**src/rtl/interval_stopwatch.sv**
```systemverilog
// Interval stopwatch: counts prescaled tick pulses between start and stop
// into a saturating 4-digit BCD value for direct display.
module interval_stopwatch #(
  parameter int unsigned TICKS_PER_COUNT = 1
) (
  input  logic        clock,
  input  logic        reset,
  input  logic        tick,
  input  logic        start,
  input  logic        stop,
  input  logic        clear,
  output logic [15:0] bcd_count,
  output logic        running,
  output logic        done,
  output logic        overflow
);

  typedef enum logic [1:0] {
    S_IDLE,
    S_RUN,
    S_HOLD
  } state_t;

  localparam logic [7:0] PRE_MAX = 8'(TICKS_PER_COUNT - 1);
  localparam logic [15:0] BCD_MAX = 16'h9999;

  state_t      r_state;
  state_t      w_state;
  logic [15:0] r_count;
  logic [15:0] w_count;
  logic [7:0]  r_pre;
  logic [7:0]  w_pre;
  logic        r_done;
  logic        w_done;
  logic        r_ovf;
  logic        w_ovf;
  logic        r_running;
  logic        w_wrap;

  // Ripple-carry BCD increment; each digit wraps 9 -> 0 and carries up
  function automatic logic [15:0] bcd_inc(input logic [15:0] v);
    logic [15:0] r;
    logic        c;
    r = v;
    c = 1'b1;
    for (int i = 0; i < 4; i++) begin
      if (c) begin
        if (r[i*4 +: 4] == 4'd9) begin
          r[i*4 +: 4] = 4'd0;
        end else begin
          r[i*4 +: 4] = r[i*4 +: 4] + 4'd1;
          c = 1'b0;
        end
      end
    end
    return r;
  endfunction

  assign w_wrap = (r_pre == PRE_MAX);

  always_comb begin
    w_state = r_state;
    w_count = r_count;
    w_pre   = r_pre;
    w_ovf   = r_ovf;
    w_done  = 1'b0;
    if (clear) begin
      w_state = S_IDLE;
      w_count = '0;
      w_pre   = '0;
      w_ovf   = 1'b0;
    end else begin
      unique case (r_state)
        S_IDLE: begin
          if (start) begin
            w_state = S_RUN;
            w_count = '0;
            w_pre   = '0;
            w_ovf   = 1'b0;
          end
        end
        S_RUN: begin
          if (start && !stop) begin
            w_count = '0;
            w_pre   = '0;
          end else begin
            // A tick alongside stop still counts with the old prescale
            if (tick) begin
              if (w_wrap) begin
                w_pre = '0;
                if (r_count == BCD_MAX) begin
                  w_ovf   = 1'b1;
                  w_state = S_HOLD;
                  w_done  = 1'b1;
                end else begin
                  w_count = bcd_inc(r_count);
                end
              end else begin
                w_pre = r_pre + 8'd1;
              end
            end
            if (stop) begin
              w_state = S_HOLD;
              w_done  = 1'b1;
            end
          end
        end
        S_HOLD: begin
          if (start) begin
            w_state = S_RUN;
            w_count = '0;
            w_pre   = '0;
            w_ovf   = 1'b0;
          end
        end
        default: begin
          w_state = S_IDLE;
        end
      endcase
    end
  end

  always_ff @(posedge clock or posedge reset) begin
    if (reset) begin
      r_state   <= S_IDLE;
      r_count   <= '0;
      r_pre     <= '0;
      r_done    <= 1'b0;
      r_ovf     <= 1'b0;
      r_running <= 1'b0;
    end else begin
      r_state   <= w_state;
      r_count   <= w_count;
      r_pre     <= w_pre;
      r_done    <= w_done;
      r_ovf     <= w_ovf;
      r_running <= (w_state == S_RUN);
    end
  end

  assign bcd_count = r_count;
  assign running   = r_running;
  assign done      = r_done;
  assign overflow  = r_ovf;

endmodule

```
**config.mk**
```make
export PLATFORM = sky130hd
export DESIGN_NAME = interval_stopwatch
export DESIGN_NICKNAME = d
export VERILOG_FILES = /design/src/rtl/interval_stopwatch.sv
export SDC_FILE = /design/constraint.sdc
export NUM_CORES = 1
export LEC_CHECK = 0
export ABC_AREA = 0
export CORE_UTILIZATION = 53
export CTS_CLUSTER_DIAMETER = 80
export DETAILED_ROUTE_END_ITERATION = 8
export PLACE_DENSITY = 0.78
export SETUP_SLACK_MARGIN = 0.15
export SYNTH_ARGS = -nofsm -noshare
export SYNTH_HDL_FRONTEND = slang
export SYNTH_SLANG_ARGS = --single-unit
```
**constraint.sdc**
```tcl
create_clock -name clock -period 2.9 [get_ports clock]
set_input_delay 0.435 -clock clock [delete_from_list [all_inputs] [get_ports clock]]
set_output_delay 0.435 -clock clock [all_outputs]
set_load 0.02 [all_outputs]
```
# Word level (Yosys, flattened, before mapping)
# Index checks and enable logic that the tools add are counted.
totals:
  register_bits: 29
  in_bits: 6
  output_inout_bits: 19
  elab_cells: 110
op_classes:
  addsub: 5
  n_eq_ne: 19
  n_mux: 65
  reduce_logical: 12
ops:
  columns: ["operator", "count"]
  rows:
  - ["$mux 16", 6]
  - ["$mux 8", 5]
  - ["$mux 1", 36]
  - ["$pmux 16 s2", 1]
  - ["$mux 4", 7]
  - ["$ne 4x4->1 const B", 6]
  - ["$reduce_and 6->1", 4]
  - ["$add 4x1->4 const B", 4]
  - ["$eq 16x16->1 const B", 1]
  - ["$eq 4x4->1 const B", 4]
  - ["$pmux 8 s2", 1]
  - ["$mux 2", 7]
  - ["$ne 3x3->1 const B", 4]
  - ["$add 8x1->8 const B", 1]
  - ["$logic_not 8->1", 1]
  - ["$reduce_and 5->1", 1]
  - ["$eq 2x1->1 const B", 2]
  - ["$pmux 2 s2", 1]
  - ["$ne 3x1->1 const B", 1]
  - ["$reduce_and 3->1", 1]
  - ["$reduce_bool 3->1", 1]
  - ["$eq 2x2->1 const B", 1]
  - ["$logic_not 2->1", 1]
  - ["$pmux 1 s2", 1]
  - ["3 further kinds", 3]

# Depth between registers and ports, before layout
# Gate-level depths: netlist of the first run.
depth:
  word_depth: 29
  depth_mapped: 8
  depth_no_buf: 7

# Least setup slack after synthesis of the first run
# OpenSTA, ideal clock, no wires.
synth_path:
  path_type: "register to register"
  from: "register r_pre[2]"
  to: "register r_count[5], in the netlist bcd_count[5]"
  setup_ps: 78
  arrival_ps: 2367
  t_required_ps: 2822
  slack_ps: 455
  stages_incl_launch_ff: 6
  n_path_buf: 0
  period_less_slack_ps: 2445
  cell_sequence: "dfrtp_1 or4_1 or4_4 a21bo_4 or4_4 o2bb2ai_1"
synth_between:
  elab_chain_cells: 3
synth_rtl:
  columns: ["element", "line", "source"]
  rows:
  - ["start, declared", "31", "logic [7:0] r_pre;"]
  - ["start signal, assigned", "134", "r_pre <= w_pre;"]
  - ["$logic_not 8->1", "59", "assign w_wrap = (r_pre == PRE_MAX);"]
  - ["$ne 4x4->1 (no line)", null, null]
  - ["$reduce_and 6->1 (no line)", null, null]
  - ["end signal, assigned", "133", "r_count <= w_count;"]
  - ["end, declared", "29", "logic [15:0] r_count;"]
# No other way between the ends.
# A chain may end at the register's enable or synchronous reset.

# Worst setup path after layout of the first run
# Ends and elaborated chain as after synthesis.

==> results of run 1 <==
state kept, by name (all words and copies together), names as in the netlist:
name / count
bcd_count: 16
done: 1
overflow: 1
r_pre: 8
r_state: 2
running: 1
layout by cell type, fill, tap and decap left out, types with 2 or more instances in the layout:
cell type,count
and3_1,2
nand3b_1,3
a21oi_1,4
buf_4,4
nor4_1,2
or4_4,2
o41ai_1,6
o31ai_1,11
and2_1,2
nor3b_1,2
or4_1,2
o22ai_1,2
nand2b_1,7
nor4b_1,2
clkbuf_4,5
and3b_1,4
nand2_1,15
clkbuf_1,3
ha_1,10
nor2_1,9
o21ai_1,2
nor2b_1,3
mux2_2,2
o21ai_0,20
clkdlybuf4s50_1,24
inv_1,10
nor3_1,5
nand3_1,10
dfrtp_1,29
timing repair:
action                                  in CTS  in global routing
hold buffers                                 0                  0
endpoints found under the hold margin        0                  0
endpoints found under the setup margin       0                  2
gates resized for setup                      0                  1
buffers inserted                             0                  0
critical path: stages, from the launching register on:
cell and delay, ns:
dfrtp_1 0.44, or4_1 0.56, or4_4 0.54, a21bo_4 0.30, or4_4 0.55, o2bb2ai_1 0.17
worst paths after layout:
kind                           from  cells after the start           end  slack [ns]
max                        r_pre[2]                      5  bcd_count[5]        0.26
min                           reset                      3      r_pre[6]        0.47
max reg2reg                r_pre[2]                      5  bcd_count[5]        0.26
min reg2reg                r_pre[4]                      1      r_pre[4]        0.53
max in group asynchronous     reset                      3          done        2.16
min in group clock         r_pre[4]                      1      r_pre[4]        0.53
where the power goes:
part / internal [W] / switching [W] / total (W) / leakage [nW]
clock network: 0.0000964 / 0.000129 / 0.000225 / 0.0265
registers: 0.000412 / 0.00000924 / 0.000421 / 0.401
logic: 0.0000444 / 0.0000619 / 0.000106 / 0.489
metal layers:
metal,wire [um],part of all wire (%)
met1,1580,43
met2,1900,52
met3,117,3.2
met4,49,1.3
met5,0,0
kinds of logic (layout without fill, tap and decap cells):
logic type | Yosys count | count (layout) | share of synthesized area, %
compound gates | 55 | 55 | 21.3
fa+ha+maj | 10 | 10 | 7.33
buf+inv | 15 | 46 | 3.30
flops | 29 | 29 | 42.5
mux | 2 | 2 | 1.32
simple gates | 73 | 73 | 24.2
stage by stage:
step                      hold slack [ns]  util [%]  instances
final                               0.472      67.7        259
after global routing                0.538      67.7        259
after CTS                           0.482      67.6        259
after detailed placement            0.513      66.0        251
after global placement              0.511      66.0        251
after floorplan                     0.481         -        184
cell type report:
class	count	area share [%]
Multi-Input combinational cell	140	45.0
Inverter	10	1.82
Tap cell	44	2.66
Clock buffer	8	2.36
Sequential cell	29	35.1
Timing Repair Buffer	28	13.1
==> impl_metrics.csv, run 1 <==
group,metric,value,unit
status,outcome,"finished, final reports clean",
global_routing,grt_pass1_vias,1460,
synth,ys_warn_count,0,
cells_and_area,fill_cells,246,
timing,hold_violations,0,
routing,totalWireLength,3650,um
global_routing,grt.met3_usage,4.62,%
clocking,cts_buffer_depth,2,
global_routing,gr-usage-met1,27.0,%
worst_setup_path,start_kind,"flop",
synth,synth_most_common_cell,"dfrtp_1",
clocking,cts_root_buf,"clkbuf_4",
routing,drcViolationCount,0,
synth,synth_area_leaders,"dfrtp_1 42%, ha_1 7.3%, o21ai_0 5.9%",
pwr,p_per_area,364,nW/um^2
global_routing,groute.usage.overall,23.3,%
synth,syn_avg_cell_area,9.28,sq um
pwr,power,0.000753,W
timing,period_needed,2.64,ns
clocking,cts.sinks,29,
cells_and_area,num-nets-final,230,
timing,maxSlewViolCount,0,
routing,wl_per_cell,14.1,um
placed_design,hpwl,2740,um
worst_setup_path,crit_type,"flop to flop",
floorplanning,die_w,58.8,um
synth,ys_types,39,
timing,worst_slew_pin_slew,0.876,ns
clocking,clk_latency,0.33,ns
pwr,leakage,0.917,nW
timing,rsz0062_at_grt,"false",
worst_setup_path,cp.arrival,2.88,ns
synth,synth-edff-count,0,
hold_path,hp-class,"input pin to async pin",
timing,max_freq,379,MHz
worst_setup_path,cp_data_required_time,3.15,ns
synth,netlist_area,1710,sq um
cells_and_area,syn_to_final_growth,21.0,%
timing,relSlewSlack,40.8,%
cells_and_area,n_antenna_cell,0,
global_routing,grt_max_degree,30,
floorplanning,io_pins,25,
routing,firstDrtPassIters,4,
floorplanning,num_rows,20,
global_routing,antenna_found_initial,0,
worst_setup_path,cp-end-kind,"flop",
synth,ys_seq_area_share,42.5,%
global_routing,grt-ovfl-total,0,
synth,synth_common_cells,"29 x dfrtp_1, 20 x o21ai_0, 15 x nand2_1, 11 x o31ai_1",
floorplanning,start_util,55.9,%
clocking,cts_tree,"done",
placed_design,place_congestion,0.826,
floorplanning,fp.dieH,58.8,um
synth,synth_top_area_share,42.5,%
placed_design,dpl-instance-area,2010,sq um
synth,ys.flop_type,"dfrtp_1",
timing,fin_ws,0.262,ns
timing,tns,0,ns
timing,clock_skew,0.00858,ns
cells_and_area,drive_gt1_share,7.91,%
synth,netlist_instances,184,
routing,viasPerCell,5.87,
synth,async_reset_ff_share,100,%
synth,synth_area_leader_cell,"dfrtp_1",
synth,ys_ff_latch,29,
clocking,path_clk_slew,0.09,ns
floorplanning,die-area,3450,sq um
synth,synth_nets,200,
timing,setup_viol,0,
cells_and_area,stdcell_area,2070,sq um
job,maxCapViolCount,0,
worst_setup_path,crit_fanout,17,
placed_design,io_buffer_count,24,
placed_design,pre_cts_ws,0.270,ns
global_routing,use_met2,41.2,%
global_routing,grt_first_pass_wirelength,6110,um
cells_and_area,ff_latch_area,726,sq um
pwr,peakVddDrop,0.233,mV
clocking,htree_levels,2,
cells_and_area,multi_input_area,930,sq um
floorplanning,core_area,3050,sq um
global_routing,top_usage_layer,"met2",
clocking,cts_made_buffers,5,
routing,via_count,1520,
timing,period_share,91.0,%
routing,first_iter_violations,54,
routing,final_antenna_net_count,0,
Note: power is estimated with default switching activity, not from simulation.
==> run 2: changes to the inputs <==
Settings changed: GPL_TIMING_DRIVEN set to 0, REMOVE_ABC_BUFFERS set to 1.
==> impl_metrics.csv, run 2 (same netlist as run 1, synthesis figures left out) <==
group,metric,value,unit
global_routing,antenna_found_initial,0,
floorplanning,die-area,3450,sq um
clocking,cts_tree,"done",
timing,maxSlewViolCount,0,
pwr,power_frac_comb,13.6,%
clocking,cts_made_buffers,5,
routing,final_antenna_net_count,0,
cells_and_area,ff_latch_area,726,sq um
cells_and_area,layout_commonest_cell,"dfrtp_1",
routing,drcViolationCount,0,
clocking,path_clk_slew,0.09,ns
worst_setup_path,crit_type,"flop to flop",
cells_and_area,instances_no_fill,255,
worst_setup_path,r2r-end,"bcd_count[5]",
placed_design,hpwl,2640,um
worst_setup_path,cp-end-kind,"flop",
cells_and_area,fin_util,66.8,%
global_routing,grt_max_degree,30,
worst_setup_path,start_kind,"flop",
placed_design,place_congestion,0.812,
hold_path,hp-class,"flop to flop",
worst_setup_path,reg2regPathDepth,5,
pwr,leakage,0.900,nW
timing,fin_hold_ws,0.536,ns
cells_and_area,largest_reg_flops,16,
worst_setup_path,crit_fanout,17,
clocking,cts_root_buf,"clkbuf_4",
timing,period_needed,2.65,ns
worst_setup_path,r2r_slack,0.25,ns
status,outcome,"finished, final reports clean",
global_routing,grt-ovfl-total,0,
worst_setup_path,reg2reg_from,"r_pre[2]",
timing,fin_ws,0.252,ns
cells_and_area,multi_input_area,933,sq um
pwr,power.share.clock,30.8,%
cells_and_area,drive_gt1_share,6.64,%
pwr,switchingPower,0.000210,W
pwr,peakVddDrop,0.218,mV
timing,hold_violations,0,
hold_path,holdPathEnd,"overflow",
timing,period_share,91.3,%
timing,relSlewSlack,25.4,%
worst_setup_path,cp.arrival,2.91,ns
pwr,seqPwrFrac,55.6,%
routing,first_iter_violations,62,
routing,totalWireLength,3630,um
timing,rsz0062_at_grt,"false",
placed_design,io_buffer_count,24,
cells_and_area,n_antenna_cell,0,
floorplanning,start_util,55.9,%
timing,max_freq,378,MHz
hold_path,hp-start,"overflow",
floorplanning,die_w,58.8,um
cells_and_area,fill_cells,274,
cells_and_area,num-nets-final,226,
timing,worst_slew_pin_slew,1.12,ns
clocking,cts.sinks,29,
clocking,htree_levels,2,
global_routing,grt_first_pass_wirelength,6340,um
pwr,p_per_area,372,nW/um^2
placed_design,dp_cells,247,
pwr,intPower,0.000549,W
timing,clock_skew,0.00795,ns
job,maxCapViolCount,0,
global_routing,grt_pass1_vias,1414,
worst_setup_path,cp_data_required_time,3.16,ns
clocking,cts_hold_buf,0,
global_routing,groute.usage.overall,24.7,%
placed_design,pre_cts_ws,-0.273,ns
cells_and_area,syn_to_final_growth,19.5,%
timing,setup_viol,0,
hold_path,hold_depth,2,
routing,firstDrtPassIters,4,
cells_and_area,layout_common_cells,"29 x dfrtp_1, 24 x clkdlybuf4s50_1, 19 x o21ai_0",
floorplanning,num_rows,20,
floorplanning,io_pins,25,
clocking,clk_latency,0.33,ns
floorplanning,fp.dieH,58.8,um
routing,wl_per_cell,14.2,um
routing,via_count,1527,
clocking,cts_buffer_depth,2,
pwr,switching_share,27.7,%
routing,viasPerCell,5.99,
floorplanning,core_area,3050,sq um
## run 2: changes by cell type in the layout (fill, tap and decap cells not counted)
cell,change
o21ai_2,+1
o21ai_0,-1
buf_4,-4
## run 2: final cells by class
class                   instances  area share, %
multi-input cells             140           45.7
flip-flops and latches         29           35.6
repair buffers                 24           11.8
well taps                      44           2.70
clock buffers                   8           2.39
inverters                      10           1.84
## run 2: through the flow
step | setup TNS (ns) | area [sq um] | total power (W)
2_1_floorplan | 0 | 1690 | 0.000492
3_3_place_gp | -0.874 | 1980 | 0.000528
3_5_place_dp | -1.61 | 1980 | 0.000532
4_1_cts | 0 | 2030 | 0.000764
5_1_grt | 0 | 2040 | 0.000796
6_report | 0 | 2040 | 0.000759
## run 2: metal layers
layer | track usage, % | vias to the layer above | part of all wire [%]
met3 | 6.15 | 7 | 4.8
met5 | 0 | - | 0
li1 | - | 743 | -
met1 | 31.5 | 734 | 44
met2 | 40.1 | 43 | 50
met4 | 10.2 | 0 | 1.5
## run 2: critical path, stage by stage, from the launching register on
cell,delay (ns)
dfrtp_1,0.44
or4_1,0.56
or4_4,0.54
a21bo_4,0.31
or4_4,0.56
o2bb2ai_1,0.16
## run 2: power groups by stage
stage                     sequential, W  combinational (W)  clock (W)
after CTS                      0.000422           0.000103   0.000239
final                          0.000422           0.000103   0.000234
after global routing           0.000423           0.000116   0.000256
after global placement         0.000429          0.0000990          0
after floorplan                0.000436          0.0000554          0
after detailed placement       0.000430           0.000102          0
## run 2: worst max-delay path by stage
stage | start | end | slack (ns) | cells past startpoint
CTS | r_pre[2] | bcd_count[5] | 0.27 | 5
global route | r_pre[2] | bcd_count[5] | 0.18 | 5
finish | r_pre[2] | bcd_count[5] | 0.25 | 5
detailed placement | clear | r_pre[2] | -0.27 | 6
floorplan | r_pre[2] | bcd_count[5] | 0.43 | 5
global placement | clear | r_pre[2] | -0.17 | 6
## run 2: what timing repair did
action                                  in CTS  in global routing
gates resized for setup                      1                  2
setup buffers                                0                  0
endpoints found under the setup margin       6                  8
==> run 3: changes to the inputs <==
--- a/config.mk
+++ b/config.mk
@@ -7,4 +7,5 @@
 export LEC_CHECK = 0
 export ABC_AREA = 0
+export CAP_MARGIN = 5
 export CORE_UTILIZATION = 53
 export CTS_CLUSTER_DIAMETER = 80
==> constraint.sdc (replaced) <==
create_clock -name clock -period 2.9 [get_ports clock]
set_input_delay 0.87 -clock clock [delete_from_list [all_inputs] [get_ports clock]]
set_output_delay 0.87 -clock clock [all_outputs]
set_load 0.02 [all_outputs]
==> impl_metrics.csv, run 3 (same netlist as run 1, synthesis figures left out) <==
group,metric,value,unit
status,outcome,"finished, final reports clean",
worst_setup_path,crit_fanout,7,
worst_setup_path,start_kind,"input pin",
pwr,peakVddDrop,0.218,mV
global_routing,antenna_found_initial,0,
cells_and_area,layout_commonest_cell,"dfrtp_1",
clocking,clk_latency,0.33,ns
clocking,cts.sinks,29,
clocking,htree_levels,2,
worst_setup_path,crit_type,"input pin to flop",
global_routing,grt_first_pass_wirelength,6380,um
worst_setup_path,endpoint,"bcd_count[5]",
timing,hold_violations,0,
cells_and_area,largest_reg_flops,16,
worst_setup_path,reg2reg_from,"r_pre[2]",
placed_design,io_buffer_count,24,
worst_setup_path,r2r-end,"bcd_count[5]",
cells_and_area,stdcell_area,2110,sq um
clocking,cts_tree,"done",
clocking,cts_root_buf,"clkbuf_4",
cells_and_area,drive_gt1_share,9.35,%
cells_and_area,syn_to_final_growth,23.3,%
routing,firstDrtPassIters,4,
routing,drcViolationCount,0,
timing,tns,0,ns
timing,maxSlewViolCount,0,
placed_design,hpwl,2640,um
floorplanning,core_area,3050,sq um
routing,via_count,1547,
cells_and_area,num-nets-final,229,
hold_path,hp-class,"flop to flop",
timing,period_needed,2.66,ns
placed_design,dpl-instance-area,1980,sq um
clocking,cts_made_buffers,5,
worst_setup_path,cp_data_required_time,3.15,ns
global_routing,grt-ovfl-total,0,
timing,rsz0062_at_grt,"false",
pwr,leakage,0.928,nW
floorplanning,die_w,58.8,um
worst_setup_path,cp.arrival,2.91,ns
clocking,cts_hold_buf,0,
pwr,p_per_area,365,nW/um^2
floorplanning,num_rows,20,
global_routing,groute.usage.overall,24.8,%
routing,wl_per_cell,14.5,um
routing,viasPerCell,6.00,
cells_and_area,fill_cells,260,
clocking,cts_buffer_depth,2,
floorplanning,start_util,55.9,%
timing,worst_slew_pin_slew,0.896,ns
cells_and_area,layout_common_cells,"29 x dfrtp_1, 24 x clkdlybuf4s50_1, 19 x o21ai_0",
worst_setup_path,cp-end-kind,"flop",
timing,relSlewSlack,39.4,%
routing,totalWireLength,3740,um
worst_setup_path,setup.worst_path.start,"tick",
global_routing,grt_max_degree,30,
timing,setup_viol,0,
routing,final_antenna_net_count,0,
timing,clock_skew,0.00938,ns
timing,period_share,91.7,%
cells_and_area,fin_util,69.0,%
floorplanning,fp.dieH,58.8,um
clocking,path_clk_slew,0.09,ns
timing,max_freq,376,MHz
routing,first_iter_violations,80,
floorplanning,die-area,3450,sq um
placed_design,place_congestion,0.812,
worst_setup_path,r2r_slack,0.31,ns
cells_and_area,n_antenna_cell,0,
job,maxCapViolCount,0,
global_routing,grt_pass1_vias,1424,
floorplanning,io_pins,25,
worst_setup_path,reg2regPathDepth,5,
timing,fin_hold_ws,0.533,ns
-- run 3: report_power, final --
part	switching [W]	total (W)	internal, W	leakage [nW]
combinational	0.0000665	0.000115	0.0000490	0.500
clock	0.000135	0.000231	0.0000964	0.0265
sequential	0.0000102	0.000422	0.000412	0.401
-- run 3: how the worst min path moves through the flow --
| stage | cells after the start | start | endpoint | slack (ns) |
|---|---|---|---|---|
| 2_1_floorplan | 1 | r_pre[4] | r_pre[4] | 0.48 |
| 3_3_place_gp | 1 | bcd_count[3] | bcd_count[3] | 0.51 |
| 3_5_place_dp | 2 | overflow | overflow | 0.52 |
| 4_1_cts | 1 | r_pre[5] | r_pre[5] | 0.54 |
| 5_1_grt | 2 | overflow | overflow | 0.56 |
| 6_report | 2 | overflow | overflow | 0.53 |
-- run 3: metal layers --
metal	wire (um)	global-route usage [%]	share of wire, %
met1	1630	31.4	44
met2	1890	40.6	51
met3	165	6.15	4.4
met4	56	10.2	1.5
met5	0	0	0
-- run 3: critical path, stage by stage --
cell and delay [ns]:
clkdlybuf4s50_1 0.53, nand2_1 0.07, or4_4 0.46, a21bo_4 0.26
or4_4 0.55, o2bb2ai_1 0.16
-- run 3: timing repair --
| item | 4_1_cts | 5_1_grt |
|---|---|---|
| buffers inserted | 0 | 2 |
| pin swaps | 0 | 1 |
| setup endpoints to repair | 8 | 17 |
| resized for setup | 3 | 4 |
-- run 3: area by class of cell --
type	count	area (sq um)	area share, %
repair buffers	27	283	13.4
well taps	44	55.1	2.61
multi-input cells	140	956	45.4
inverters	10	37.5	1.78
flip-flops and latches	29	726	34.5
clock buffers	8	48.8	2.32
-- run 3: through the flow --
stage	worst slack (ns)	total power [W]	instances
3_3_place_gp	-0.610	0.000528	247
4_1_cts	0.107	0.000766	255
6_report	0.242	0.000769	258
3_5_place_dp	-0.708	0.000532	247
5_1_grt	0.184	0.000809	258
2_1_floorplan	0.424	0.000492	179
